File: config.mk
export PLATFORM = sky130hd
export DESIGN_NAME = dmem_port_arbiter
export DESIGN_NICKNAME = d
export VERILOG_FILES = /design/src/rtl/dmem_port_arbiter.sv
export SDC_FILE = /design/constraint.sdc
export NUM_CORES = 1
export LEC_CHECK = 0
export BUFFER_PORTS_ARGS = -buffer_cell sky130_fd_sc_hd__buf_2
export CAP_MARGIN = 20
export CORE_AREA = 3 3 99 101
export DETAILED_ROUTE_END_ITERATION = 16
export DIE_AREA = 0 0 102 104
export SLEW_MARGIN = 5
export SYNTH_ARGS = -nofsm -noshare
export SYNTH_HDL_FRONTEND = slang
export SYNTH_SLANG_ARGS = --single-unit
File: constraint.sdc
create_clock -name clk -period 3.4 [get_ports clk]
set_input_delay 0.68 -clock clk [delete_from_list [all_inputs] [get_ports clk]]
set_output_delay 0.68 -clock clk [all_outputs]
set_load 0.1 [all_outputs]
File: src/rtl/dmem_port_arbiter.sv
// Round-robin arbiter sharing a single-port, 1-cycle-latency data memory between
// the CPU data path (m0) and the DMA engine (m1), with a saturating contention counter.
module dmem_port_arbiter #(
  parameter int AWID  = 10,
  parameter int CNT_W = 16
) (
  input  logic             clk,
  input  logic             resetn,

  input  logic             m0_req,
  input  logic             m0_we,
  input  logic [AWID-1:0]  m0_addr,
  input  logic [3:0]       m0_byteen,
  input  logic [31:0]      m0_wdata,
  output logic             m0_ack,
  output logic             m0_rvalid,
  output logic [31:0]      m0_rdata,

  input  logic             m1_req,
  input  logic             m1_we,
  input  logic [AWID-1:0]  m1_addr,
  input  logic [3:0]       m1_byteen,
  input  logic [31:0]      m1_wdata,
  output logic             m1_ack,
  output logic             m1_rvalid,
  output logic [31:0]      m1_rdata,

  output logic [AWID-1:0]  dmem_addr,
  output logic             dmem_wren,
  output logic [3:0]       dmem_byteen,
  output logic [31:0]      dmem_wrdata,
  input  logic [31:0]      dmem_rddata,

  output logic [CNT_W-1:0] conflict_cnt_o
);

  logic last_gnt;   // 1 = m1 owned the most recent grant
  logic rd_pend;
  logic rd_owner;   // 1 = pending read belongs to m1
  logic gnt0;
  logic gnt1;

  // On a tie the requester that did not win last time is served.
  always_comb begin
    gnt0 = m0_req & (~m1_req | last_gnt);
    gnt1 = m1_req & (~m0_req | ~last_gnt);
  end

  assign m0_ack = gnt0;
  assign m1_ack = gnt1;

  always_comb begin
    dmem_addr   = m0_addr;
    dmem_byteen = m0_byteen;
    dmem_wrdata = m0_wdata;
    dmem_wren   = gnt0 & m0_we;
    if (gnt1) begin
      dmem_addr   = m1_addr;
      dmem_byteen = m1_byteen;
      dmem_wrdata = m1_wdata;
      dmem_wren   = m1_we;
    end
  end

  always_ff @(posedge clk or negedge resetn) begin
    if (!resetn) begin
      last_gnt       <= 1'b1;
      rd_pend        <= 1'b0;
      rd_owner       <= 1'b0;
      conflict_cnt_o <= '0;
    end else begin
      if (gnt0)
        last_gnt <= 1'b0;
      else if (gnt1)
        last_gnt <= 1'b1;
      rd_pend  <= (gnt0 & ~m0_we) | (gnt1 & ~m1_we);
      rd_owner <= gnt1;
      if (m0_req && m1_req && !(&conflict_cnt_o))
        conflict_cnt_o <= conflict_cnt_o + CNT_W'(1);
    end
  end

  // Read return is a passthrough gated to the owner; the other port sees zero.
  always_comb begin
    m0_rvalid = rd_pend & ~rd_owner;
    m1_rvalid = rd_pend &  rd_owner;
    m0_rdata  = m0_rvalid ? dmem_rddata : 32'h0;
    m1_rdata  = m1_rvalid ? dmem_rddata : 32'h0;
  end

endmodule

==> parameters.txt, run 1 <==
Parameter                              Value

Finish
  Post-Route Utilization ... 0.4243
  Number of antenna diodes ... 0
  Final #Nets ... 592
  Fraction of final layout cells sized beyond drive strength 1 ... 0.6978
  Final Instance Area ... 3865 um^2
  Area overhead of the layout relative to synthesis ... 103.9%

Detailed routing
  Via total after detailed routing ... 2488
  DRC violations left ... 0
  Sum of routed wire length over all layers ... 8483 um
  Routed Antenna Nets ... 0
  Post-DR wirelength/cell ... 14.86 um
  Via density per instance ... 4.357
  DRC marker count from the first detailed-route iteration ... 84
  Number of detailed-route iterations in the first pass ... 4

Power and ir drop
  Clock share of power ... 0.082
  Comb power frac ... 0.747
  Switching fraction of total power ... 0.6587
  Relative contribution of sequential cells to total power ... 0.170
  Power spent charging and discharging nets ... 0.001316 W
  Total internal power ... 0.0006820 W
  Worst vdd rail ir drop ... 340.8 uV
  PwrDens ... 517.0 nW/um^2
  Static Leak ... 2.172 nW

Clock tree
  Clock latency reported for the late side of the worst-skew pair ... 0.26 ns
  Clock Tree Root ... sky130_fd_sc_hd__clkbuf_8
  Clock transition time at the flip-flop clock pins of the worst setup and hold paths ... 0.08 ns
  H-tree depth reported by CTS ... 1
  Number of hold buffers added after cts ... 0
  Clock buffers created by TritonCTS ... 3
  Clock sink count ... 19
  Post-CTS Setup Inserts ... 0
  CTS tree ... built
  Buffer depth of the longest clock path ... 2
  Post-CTS sizing ... 0

Floorplanning
  Die Outline Area ... 10610 um^2
  Initial core utilization ... 0.2081
  Core area ... 9109 um^2
  Cell row count ... 35
  Die height ... 104 um
  # IOs ... 261
  Die X-Extent ... 102 um

Synthesis
  Yosys Warn Count ... 0
  Number of distinct library cell variants in the gate-level netlist after synthesis ... 33
  Mux contribution to synthesized area ... 0.2917
  Xor/xnor cell area share of the yosys netlist ... 0.05545
  Post-synth EDFFs ... 0
  Combinational family with the most area after synthesis ... simple AND/OR/NAND/NOR gates
  Flip-flop and latch count after synthesis ... 19
  Seq/Total Area, Yosys ... 0.2515
  Most instantiated flip-flop cell in the synthesis netlist ... sky130_fd_sc_hd__dfrtp_1
  Post-synthesis average cell area ... 9.157 um^2
  Async set-or-reset flop fraction in the synthesized netlist ... 1.000
  Synthesized-area fraction occupied by ao, oa, aoi and oai cells ... 0.02376
  Post-synthesis share of cell area spent on full adders, half adders and majority gates ... 0.006601
  Net count after synthesis ... 338
  Cell count after synthesis ... 207
  Area share of and/or/nand/nor cells after synthesis ... 0.3327
  Post-synthesis cell area ... 1896 um^2

Setup path
  Kind of start point of the critical path ... input port
  Kind of end point of the critical path ... output pin
  Critical R2R Capture ... conflict_cnt_o[5]
  CP max FO ... 47
  First element of the critical path ... m1_req
  Worst-case reg-to-reg path depth ... 6
  CP Data Arrival Time ... 2.04 ns
  R2R Path Start ... conflict_cnt_o[0]
  Critical setup path kind ... in2out
  Register-to-Register Setup Slack ... 1.71 ns
  Crit path to ... dmem_wrdata[30]
  Critical Path RT ... 2.72 ns

GRT
  Met2 usage in global routing ... 0.2465
  Vias in the first global route ... 2354
  Busiest metal layer after global routing ... met2
  Wire length of the first global-routing pass ... 12280 um
  Total global routing overflow ... 0
  Met3 track demand over resource ... 0.02616
  Pin count of the biggest net entering global routing ... 48
  Overall Global Routing Usage ... 0.1422
  Antenna violations before repair ... 0
  Global routing usage on met1 ... 0.1811

Timing
  Max Freq ... 367.2 MHz
  Worst slew pin tran ... 0.8577 ns
  Accumulated negative setup slack ... 0 ns
  Largest clock skew in the final design ... 0.007296 ns
  Final Setup Violations ... 0
  Worst slew margin relative to its limit ... 0.4282
  RSZ-0062 raised after global routing ... no
  Final Critical Period ... 2.723 ns
  Endpoints failing hold ... 0
  Final WS setup ... 0.6770 ns
  Number of pins exceeding their max-slew limit in the final report ... 0
  Tcrit/Tclk final ... 0.8009

Placed design
  Post-placement worst setup slack ... 0.6925 ns
  Placer's final routability congestion estimate ... 0.8387
  Half-perimeter wire length after placement ... 7415 um
  Count of buffers from port buffering ... 260
  Placement Cell Area ... 3816 um^2

Flow run
  Max capacitance violation total ... 0

Outcome
  Outcome ... finished clean

Worst hold path
  Worst Hold Class ... in2async
## synthesized netlist by cell type (all sizes together) (2+ instances only)
cell type	n	share of area
mux2	47	0.28
and2	35	0.12
and3	33	0.11
dfrtp	18	0.24
nand2	10	0.020
clkbuf	9	0.018
xnor2	8	0.037
nand3	6	0.016
nor2	6	0.013
buf	5	0.015
nand4	4	0.017
xor2	4	0.018
and4	3	0.014
inv	3	0.0059
mux2i	2	0.011
nor3	2	0.0079
## power by group through the flow
stage | Combinational [W] | Clock, W | Sequential [W]
after CTS | 0.00150 | 0.000171 | 0.000341
after floorplan | 0.000909 | 0 | 0.000594
after global placement | 0.00149 | 0 | 0.000344
after global routing | 0.00154 | 0.000182 | 0.000352
final | 0.00149 | 0.000165 | 0.000341
after detailed placement | 0.00150 | 0 | 0.000346
## final cells by class
class                   instances  area [um^2]
clock buffers                   3        41.29
repair buffers                263         1832
well taps                     111        138.9
flip-flops and latches         19        476.7
multi-input cells             171         1358
fillers                       915         5244
clock inverters                 1        7.507
inverters                       3        11.26
## how the worst min path moves through the flow
stage	slack, ns	cells past startpoint	start	endpoint
after floorplan	0.38	0	resetn	conflict_cnt_o[0]
after global placement	0.50	2	last_gnt	last_gnt
after detailed placement	0.51	1	conflict_cnt_o[0]	conflict_cnt_o[0]
after CTS	0.36	1	resetn	conflict_cnt_o[15]
after global routing	0.39	1	resetn	conflict_cnt_o[15]
final	0.34	1	resetn	conflict_cnt_o[15]
## placed cells by master (no fill, tap or decap), types with 2 or more instances in the layout
cell type and n:
sky130_fd_sc_hd__inv_1 3, sky130_fd_sc_hd__and2_1 35, sky130_fd_sc_hd__dfrtp_1 18, sky130_fd_sc_hd__xor2_1 4, sky130_fd_sc_hd__and3_1 33, sky130_fd_sc_hd__mux2_2 46
sky130_fd_sc_hd__mux2i_1 2, sky130_fd_sc_hd__buf_12 34, sky130_fd_sc_hd__nand4_1 3, sky130_fd_sc_hd__clkbuf_8 3, sky130_fd_sc_hd__nor2_1 5, sky130_fd_sc_hd__nand2_1 10
sky130_fd_sc_hd__and4_1 3, sky130_fd_sc_hd__buf_4 2, sky130_fd_sc_hd__buf_2 227, sky130_fd_sc_hd__xnor2_1 8, sky130_fd_sc_hd__nand3_1 6
## metrics by stage
stage                     std cells  power [W]  hold slack (ns)
after floorplan                 207   0.001503           0.3844
after global placement          567   0.001837           0.5049
after detailed placement        567   0.001848           0.5124
after CTS                       571   0.002016           0.3635
after global routing            571   0.002077           0.3869
final                           571   0.001998           0.3446
## cells by family after synthesis
logic type | count (synthesis)
AO/OA/AOI/OAI | 6
XOR/XNOR | 12
adder cells (fa/ha/maj) | 1
buffers and inverters | 17
flip-flops | 19
multiplexers | 49
AND/OR/NAND/NOR | 103
## registers in the layout, indices dropped and copies added (netlist names)
register / cells
rd_owner: 1
last_gnt: 1
conflict_cnt_o: 16
rd_pend: 1
## critical path, stage by stage
cell and delay [ns]:
sky130_fd_sc_hd__buf_2 0.10, sky130_fd_sc_hd__a21boi_4 0.24, sky130_fd_sc_hd__buf_12 0.28, sky130_fd_sc_hd__mux2_2 0.41
sky130_fd_sc_hd__buf_2 0.31
## routing by layer
| layer | vias up | wire length (um) |
|---|---|---|
| met3 | 6 | 861 |
| met2 | 155 | 4038 |
| met1 | 1093 | 3508 |
| met5 | - | 0 |
| li1 | 1234 | - |
| met4 | 0 | 74 |
(Power assumes the default switching activity.)
==> run 2, diff against run 1 <==
--- a/config.mk
+++ b/config.mk
@@ -5,6 +5,7 @@
 export SDC_FILE = /design/constraint.sdc
 export NUM_CORES = 1
 export LEC_CHECK = 0
+export ABC_AREA = 1
 export BUFFER_PORTS_ARGS = -buffer_cell sky130_fd_sc_hd__buf_2
 export CAP_MARGIN = 20
 export CORE_AREA = 3 3 99 101
==> constraint.sdc (replaced) <==
create_clock -name clk -period 2.4 [get_ports clk]
set_input_delay 0.48 -clock clk [delete_from_list [all_inputs] [get_ports clk]]
set_output_delay 0.48 -clock clk [all_outputs]
set_load 0.1 [all_outputs]
==> run 2 against run 1 <==
  * Critical path depth up 1
  * Sequential share of layout area decreased by 2.9 points
  * Sequential power increased by 29%
  * Global-route usage is 4.1 points higher
  * Cell count rose by 36%
  * Largest power group unchanged
==> parameters.txt, run 2 <==
Parameter                              Value

Outcome
  Outcome ... finished clean

Power and ir drop
  Static Leak ... 2.803 nW (+29%)
  Switching fraction of total power ... 0.6358 (-0.02295)
  Relative contribution of sequential cells to total power ... 0.134 (-0.036)
  Power spent charging and discharging nets ... 0.002096 W (+59%)
  Worst vdd rail ir drop ... 534.7 uV (+57%)
  Comb power frac ... 0.800 (+0.053)
  PwrDens ... 653.4 nW/um^2 (+26%)
  Total internal power ... 0.001201 W (+76%)
  Clock share of power ... 0.067 (-0.015)
  Design Power ... 0.003296 W (+65%)

Timing
  Final Critical Period ... 2.252 ns
  Number of pins exceeding their max-slew limit in the final report ... 0 (unchanged)
  RSZ-0062 raised after global routing ... no
  Worst slew pin tran ... 0.5040 ns (-0.3536 ns)
  Worst slew margin relative to its limit ... 0.6663 (+0.2381)
  Largest clock skew in the final design ... 0.002279 ns (-0.005016 ns)
  Tcrit/Tclk final ... 0.9384
  Endpoints failing hold ... 0 (unchanged)
  Final Setup Violations ... 0 (unchanged)
  Max Freq ... 444.0 MHz

Clock tree
  Clock transition time at the flip-flop clock pins of the worst setup and hold paths ... 0.07 ns (about the same)
  Clock latency reported for the late side of the worst-skew pair ... 0.25 ns (about the same)
  CTS tree ... built
  Clock buffers created by TritonCTS ... 3 (unchanged)
  Post-CTS Setup Inserts ... 0 (unchanged)
  Buffer depth of the longest clock path ... 2 (unchanged)
  Clock sink count ... 19 (unchanged)
  Clock Tree Root ... sky130_fd_sc_hd__clkbuf_8
  H-tree depth reported by CTS ... 1 (unchanged)
  Number of hold buffers added after cts ... 0 (unchanged)
  Post-CTS sizing ... 0 (unchanged)

Floorplanning
  Die X-Extent ... 102 um (unchanged)
  # IOs ... 261 (unchanged)
  Initial core utilization ... 0.2328 (+0.02473)
  Cell row count ... 35 (unchanged)
  Die Outline Area ... 10610 um^2 (unchanged)
  Die height ... 104 um (unchanged)
  Core area ... 9109 um^2 (unchanged)

Detailed routing
  Via density per instance ... 4.382 (+0.57%)
  Number of detailed-route iterations in the first pass ... 5 (+1)
  DRC violations left ... 0 (unchanged)
  Routed Antenna Nets ... 0 (unchanged)
  Via total after detailed routing ... 3396 (+36%)
  Post-DR wirelength/cell ... 13.33 um (-10%)
  DRC marker count from the first detailed-route iteration ... 151 (+80%)
  Sum of routed wire length over all layers ... 10330 um (+22%)

Synthesis
  Most instantiated flip-flop cell in the synthesis netlist ... sky130_fd_sc_hd__dfrtp_1
  Yosys Warn Count ... 0 (unchanged)
  Post-synthesis average cell area ... 5.148 um^2 (-44%)
  Post-synthesis cell area ... 2121 um^2 (+12%)
  Number of distinct library cell variants in the gate-level netlist after synthesis ... 22 (-33%)
  Cell with the most instances after synthesis ... sky130_fd_sc_hd__nand2_1
  Post-synth EDFFs ... 0 (unchanged)
  Most instantiated cells after synthesis ... sky130_fd_sc_hd__nand2_1 (204), sky130_fd_sc_hd__nor2_1 (79), sky130_fd_sc_hd__inv_1 (50)
  Net count after synthesis ... 543 (+61%)
  Dominant cells by area after synthesis ... sky130_fd_sc_hd__nand2_1 (36%), sky130_fd_sc_hd__dfrtp_1 (21%), sky130_fd_sc_hd__nor2_1 (14%)
  Yosys top cell by area ... sky130_fd_sc_hd__nand2_1
  Post-synth top area share ... 0.3611 (+0.08779)
  Seq/Total Area, Yosys ... 0.2248 (-0.02671)
  Cell count after synthesis ... 412 (+99%)
  Async set-or-reset flop fraction in the synthesized netlist ... 1.000 (unchanged)
  Flip-flop and latch count after synthesis ... 19 (unchanged)

GRT
  Antenna violations before repair ... 0 (unchanged)
  Wire length of the first global-routing pass ... 15780 um (+29%)
  Total global routing overflow ... 0 (unchanged)
  Vias in the first global route ... 3132 (+33%)
  Pin count of the biggest net entering global routing ... 34 (-29%)
  Overall Global Routing Usage ... 0.1827 (+0.04051)

Finish
  Flip-flop count of the largest register, all copies and words added ... 16 (unchanged)
  Highest-count cells in the layout ignoring fill and taps ... sky130_fd_sc_hd__nand2_1 (195), sky130_fd_sc_hd__buf_2 (180), sky130_fd_sc_hd__buf_12 (82)
  Final Instance Area ... 5045 um^2 (+31%)
  Area overhead of the layout relative to synthesis ... 137.9%
  Fraction of final layout cells sized beyond drive strength 1 ... 0.4910 (-0.2069)
  Number of antenna diodes ... 0 (unchanged)
  Final #Nets ... 796 (+34%)
  Post-Route Utilization ... 0.5538 (+0.1295)
  Register ranked first by flip-flop count ... conflict_cnt_o
  Most common cell after layout, fill and taps aside ... sky130_fd_sc_hd__nand2_1

Setup path
  Kind of start point of the critical path ... flip-flop
  Worst-case reg-to-reg path depth ... 6 (unchanged)
  Critical Path RT ... 1.92 ns (-0.80 ns)
  Kind of end point of the critical path ... output pin
  CP max FO ... 24 (-49%)
  CP Data Arrival Time ... 1.77 ns (-0.27 ns)
  Critical setup path kind ... reg2out

Placed design
  Half-perimeter wire length after placement ... 9061 um (+22%)
  Placement Cell Area ... 5000 um^2 (+31%)
  Placer's final routability congestion estimate ... 0.9265 (+10%)
  Count of buffers from port buffering ... 260 (unchanged)

Worst hold path
  Worst Hold Class ... in2async

Flow run
  Max capacitance violation total ... 0 (unchanged)
-- run 2: changes by cell type after synthesis, moves of 33 or more --
cell	delta
sky130_fd_sc_hd__nand2_1	+194
sky130_fd_sc_hd__nor2_1	+74
sky130_fd_sc_hd__inv_1	+47
sky130_fd_sc_hd__mux2_2	-46
sky130_fd_sc_hd__and2_1	-35
sky130_fd_sc_hd__and3_1	-33
-- run 2: per-stage QoR --
stage | worst slack, ns | hold WS, ns | setup TNS, ns | std cells
after floorplan | -0.04926 | 0.1844 | -1.729 | 412
after global placement | 0.4416 | 0.4459 | 0 | 771
after detailed placement | 0.4049 | 0.4507 | 0 | 771
after CTS | 0.1411 | 0.1707 | 0 | 775
after global routing | 0.07866 | 0.1868 | 0 | 775
final | 0.1479 | 0.1605 | 0 | 775
-- run 2: cell type report --
cell class	count	area, um^2
tap	111	138.9
clock buffer	4	45.04
inverter	50	187.7
multi-input combinational	325	1624
timing repair buffer	266	2572
sequential	19	476.7
fill	849	4064
-- run 2: routing by layer --
metal | vias up | track usage | wire (um)
li1 | 1713 | - | -
met1 | 1489 | 0.1993 | 3626
met2 | 180 | 0.3473 | 5482
met3 | 14 | 0.04628 | 1054
met4 | 0 | 0.03655 | 165
met5 | - | 0 | 0
-- run 2: kinds of logic after synthesis --
group / Yosys count / share of synthesized area
compound gates: 9 / 0.02714
xor+xnor: 8 / 0.03304
fa+ha+maj: 1 / 0.005899
buf+inv: 68 / 0.1327
flops: 19 / 0.2248
simple gates: 307 / 0.5764
-- run 2: final timing paths --
check,startpoint,endpoint,slack (ns)
worst min register to register,last_gnt,last_gnt,0.48
worst max register to register,conflict_cnt_o[0],conflict_cnt_o[2],0.75
worst min-delay path,resetn,conflict_cnt_o[4],0.16
worst max-delay path,rd_pend,m0_rdata[21],0.15
max in group asynchronous,resetn,last_gnt,1.90
min in group clk,m0_we,rd_pend,0.47
-- run 2: critical path, cell delays in order, from the launching register on --
cell                      delay [ns]
sky130_fd_sc_hd__dfrtp_1        0.38
sky130_fd_sc_hd__inv_1          0.09
sky130_fd_sc_hd__nor2_4         0.05
sky130_fd_sc_hd__inv_2          0.30
sky130_fd_sc_hd__buf_12         0.33
sky130_fd_sc_hd__nor2_4         0.06
sky130_fd_sc_hd__buf_2          0.29
-- run 2: power by group through the flow --
stage / Combinational [W] / Clock [W] / Sequential (W)
finish: 0.00264 / 0.000220 / 0.000441
floorplan: 0.00155 / 0 / 0.000719
detailed placement: 0.00265 / 0 / 0.000446
CTS: 0.00265 / 0.000229 / 0.000440
global placement: 0.00263 / 0 / 0.000443
global route: 0.00274 / 0.000243 / 0.000451
==> run 3, diff against run 2 <==
--- a/config.mk
+++ b/config.mk
@@ -6,11 +6,12 @@
 export NUM_CORES = 1
 export LEC_CHECK = 0
 export ABC_AREA = 1
-export BUFFER_PORTS_ARGS = -buffer_cell sky130_fd_sc_hd__buf_2
+export BUFFER_PORTS_ARGS = -buffer_cell sky130_fd_sc_hd__clkbuf_2
 export CAP_MARGIN = 20
 export CORE_AREA = 3 3 99 101
 export DETAILED_ROUTE_END_ITERATION = 16
 export DIE_AREA = 0 0 102 104
+export SETUP_SLACK_MARGIN = 0.5
 export SLEW_MARGIN = 5
 export SYNTH_ARGS = -nofsm -noshare
 export SYNTH_HDL_FRONTEND = slang
==> run 3 against run 2 <==
  * Core utilization increased by 22 points
  * Non-clock buffer count rose by 25
  * Sequential power grew 3%
  * Sequential cell count unchanged
  * First-iteration DRC count is 22% higher
  * Power is 21% higher
  * Critical path depth unchanged
  * Hold slack improved by 0.0071 ns
  * Sequential share of layout area is 2.4 points lower
  * Setup slack gained 0.14 ns
  * Routed wire length up 33%
==> parameters.txt, run 3 (same netlist as run 2, synthesis figures left out) <==
Parameter                              Value

Timing
  Worst slew margin relative to its limit ... 0.6267 (-0.03958)
  Final Setup Violations ... 0 (unchanged)
  Endpoints failing hold ... 0 (unchanged)
  RSZ-0062 raised after global routing ... yes
  Worst slew pin tran ... 0.5623 ns (+0.05829 ns)
  Accumulated negative setup slack ... 0 ns (unchanged)
  Max Freq ... 472.7 MHz (+6.5%)
  Number of pins exceeding their max-slew limit in the final report ... 0 (unchanged)
  Final WS setup ... 0.2843 ns (+0.1365 ns)
  Final Critical Period ... 2.116 ns (-0.1365 ns)
  Largest clock skew in the final design ... 0.002858 ns (+0.0005786 ns)
  Tcrit/Tclk final ... 0.8815 (-0.05687)

Setup path
  Worst path cell trace ... nand2_4, nand2_8, inv_8, buf_12, a22o_4, buf_12
  CP max FO ... 6 (-75%)
  Largest stage delay on the critical path ... 0.57 ns (+0.19 ns)
  Critical setup path kind ... reg2out
  Critical Path RT ... 1.92 ns (about the same)
  CP Data Arrival Time ... 1.64 ns (-0.13 ns)
  Top cell by count, worst path ... sky130_fd_sc_hd__buf_12
  Crit-path slowest cell ... sky130_fd_sc_hd__dfstp_2
  Register-to-Register Setup Slack ... 0.76 ns (about the same)
  Kind of start point of the critical path ... flip-flop
  Kind of end point of the critical path ... output pin

Clock tree
  Clock Tree Root ... sky130_fd_sc_hd__clkbuf_8
  H-tree depth reported by CTS ... 1 (unchanged)
  Clock transition time at the flip-flop clock pins of the worst setup and hold paths ... 0.07 ns (about the same)
  Clock latency reported for the late side of the worst-skew pair ... 0.26 ns (about the same)
  Buffer depth of the longest clock path ... 2 (unchanged)
  Clock sink count ... 19 (unchanged)
  Clock buffers created by TritonCTS ... 3 (unchanged)
  CTS tree ... built
  Number of hold buffers added after cts ... 0 (unchanged)

GRT
  Total global routing overflow ... 0 (unchanged)
  Vias in the first global route ... 3707 (+18%)
  Pin count of the biggest net entering global routing ... 25 (-26%)
  Overall Global Routing Usage ... 0.2321 (+0.04940)
  Antenna violations before repair ... 0 (unchanged)
  Wire length of the first global-routing pass ... 19590 um (+24%)

Finish
  Fill cell total of the finished layout ... 555 (-35%)
  Fraction of final layout cells sized beyond drive strength 1 ... 0.7583 (+0.2674)
  Most common cell after layout, fill and taps aside ... sky130_fd_sc_hd__clkbuf_2
  Flip-flop count of the largest register, all copies and words added ... 16 (unchanged)
  Register ranked first by flip-flop count ... conflict_cnt_o
  Total area of sequential cells ... 496.7 um^2 (+4.2%)
  Multi-input logic area ... 2671 um^2 (+64%)
  Final #Nets ... 823 (+3.4%)
  Highest-count cells in the layout ignoring fill and taps ... sky130_fd_sc_hd__clkbuf_2 (145), sky130_fd_sc_hd__buf_12 (106), sky130_fd_sc_hd__nand2_4 (86)
  Area overhead of the layout relative to synthesis ... 232.2%
  Number of antenna diodes ... 0 (unchanged)

Power and ir drop
  Static Leak ... 3.439 nW (+23%)
  PwrDens ... 564.6 nW/um^2 (-14%)
  Worst vdd rail ir drop ... 544.9 uV (+1.9%)

Detailed routing
  Via density per instance ... 4.601 (+5.0%)
  DRC marker count from the first detailed-route iteration ... 184 (+22%)
  DRC violations left ... 0 (unchanged)
  Number of detailed-route iterations in the first pass ... 4 (-1)
  Post-DR wirelength/cell ... 17.19 um (+29%)
  Via total after detailed routing ... 3690 (+8.7%)
  Sum of routed wire length over all layers ... 13790 um (+33%)
  Routed Antenna Nets ... 0 (unchanged)

Outcome
  Outcome ... finished clean

Flow run
  Max capacitance violation total ... 0 (unchanged)

Placed design
  Post-placement worst setup slack ... 0.2981 ns (-0.1068 ns)
  Half-perimeter wire length after placement ... 8995 um (-0.72%)
  Placer's final routability congestion estimate ... 0.9037 (-2.5%)
  Count of buffers from port buffering ... 260 (unchanged)

Floorplanning
  Die X-Extent ... 102 um (unchanged)
  Initial core utilization ... 0.2328 (unchanged)
  Cell row count ... 35 (unchanged)
  Die height ... 104 um (unchanged)
  Die Outline Area ... 10610 um^2 (unchanged)
  Core area ... 9109 um^2 (unchanged)
  # IOs ... 261 (unchanged)

Worst hold path
  Worst Hold Class ... in2async
==> run 3: cell count changes in the layout (fill, tap and decap cells not counted), sizes merged <==
cell | before | now
buf | 266 | 142
clkinv | 0 | 1
inv | 50 | 51
clkbuf | 4 | 153
==> run 3: stage by stage <==
stage / hold slack, ns / utilization / power, W / cells / instance area [um^2]
global placement: 0.4587 / 0.5874 / 0.003194 / 770 / 5350
finish: 0.1676 / 0.7734 / 0.003977 / 802 / 7044
detailed placement: 0.4660 / 0.5874 / 0.003216 / 770 / 5350
floorplan: 0.1844 / - / 0.002441 / 412 / 2999
global route: 0.1968 / 0.7734 / 0.004119 / 802 / 7044
CTS: 0.1836 / 0.7054 / 0.003786 / 792 / 6425
==> run 3: repair_timing <==
| action | CTS | global route |
|---|---|---|
| endpoints found under the setup margin | 108 | 94 |
| buffers inserted | 8 | 8 |
| cloned | 10 | 2 |
| pin swaps | 9 | 58 |
| gates resized for setup | 192 | 129 |
==> run 3: path summary, 6_finish.rpt <==
kind / start / depth (start not counted) / to
setup / recovery: last_gnt / 6 / dmem_wren
hold / removal: resetn / 1 / conflict_cnt_o[2]
setup reg to reg: conflict_cnt_o[0] / 7 / conflict_cnt_o[10]
hold reg to reg: conflict_cnt_o[1] / 2 / conflict_cnt_o[1]
max in group asynchronous: resetn / 1 / rd_owner
min in group clk: m1_we / 2 / rd_pend
==> run 3: power breakdown <==
part / switching (W) / internal (W) / leakage (nW)
clock: 0.000108 / 0.000118 / 0.0228
sequential: 0.0000762 / 0.000377 / 0.222
combinational: 0.00222 / 0.00108 / 3.19
total: 0.00240 / 0.00157 / 3.44
==> run 3: critical path: cells and delay by family, from the launching register on <==
family,cells,cell delay [ns]
AND/OR/NAND/NOR,2,0.18
buffers and inverters,3,0.37
flip-flops,1,0.57
AO/OA/AOI/OAI,1,0.25
==> run 3: area by class of cell <==
class	count	share of cell area
clock buffers	4	0.006394
inverters	50	0.03144
multi-input cells	325	0.3792
flip-flops and latches	19	0.07052
well taps	111	0.01972
repair buffers	291	0.4876
repair inverters	2	0.005151
==> run 3: layer usage <==
| metal | up-vias | share of wire | GRT usage |
|---|---|---|---|
| li1 | 1780 | - | - |
| met1 | 1656 | 0.34 | 0.2509 |
| met2 | 223 | 0.54 | 0.4359 |
| met3 | 31 | 0.091 | 0.05030 |
| met4 | 0 | 0.030 | 0.07404 |
| met5 | - | 0 | 0 |
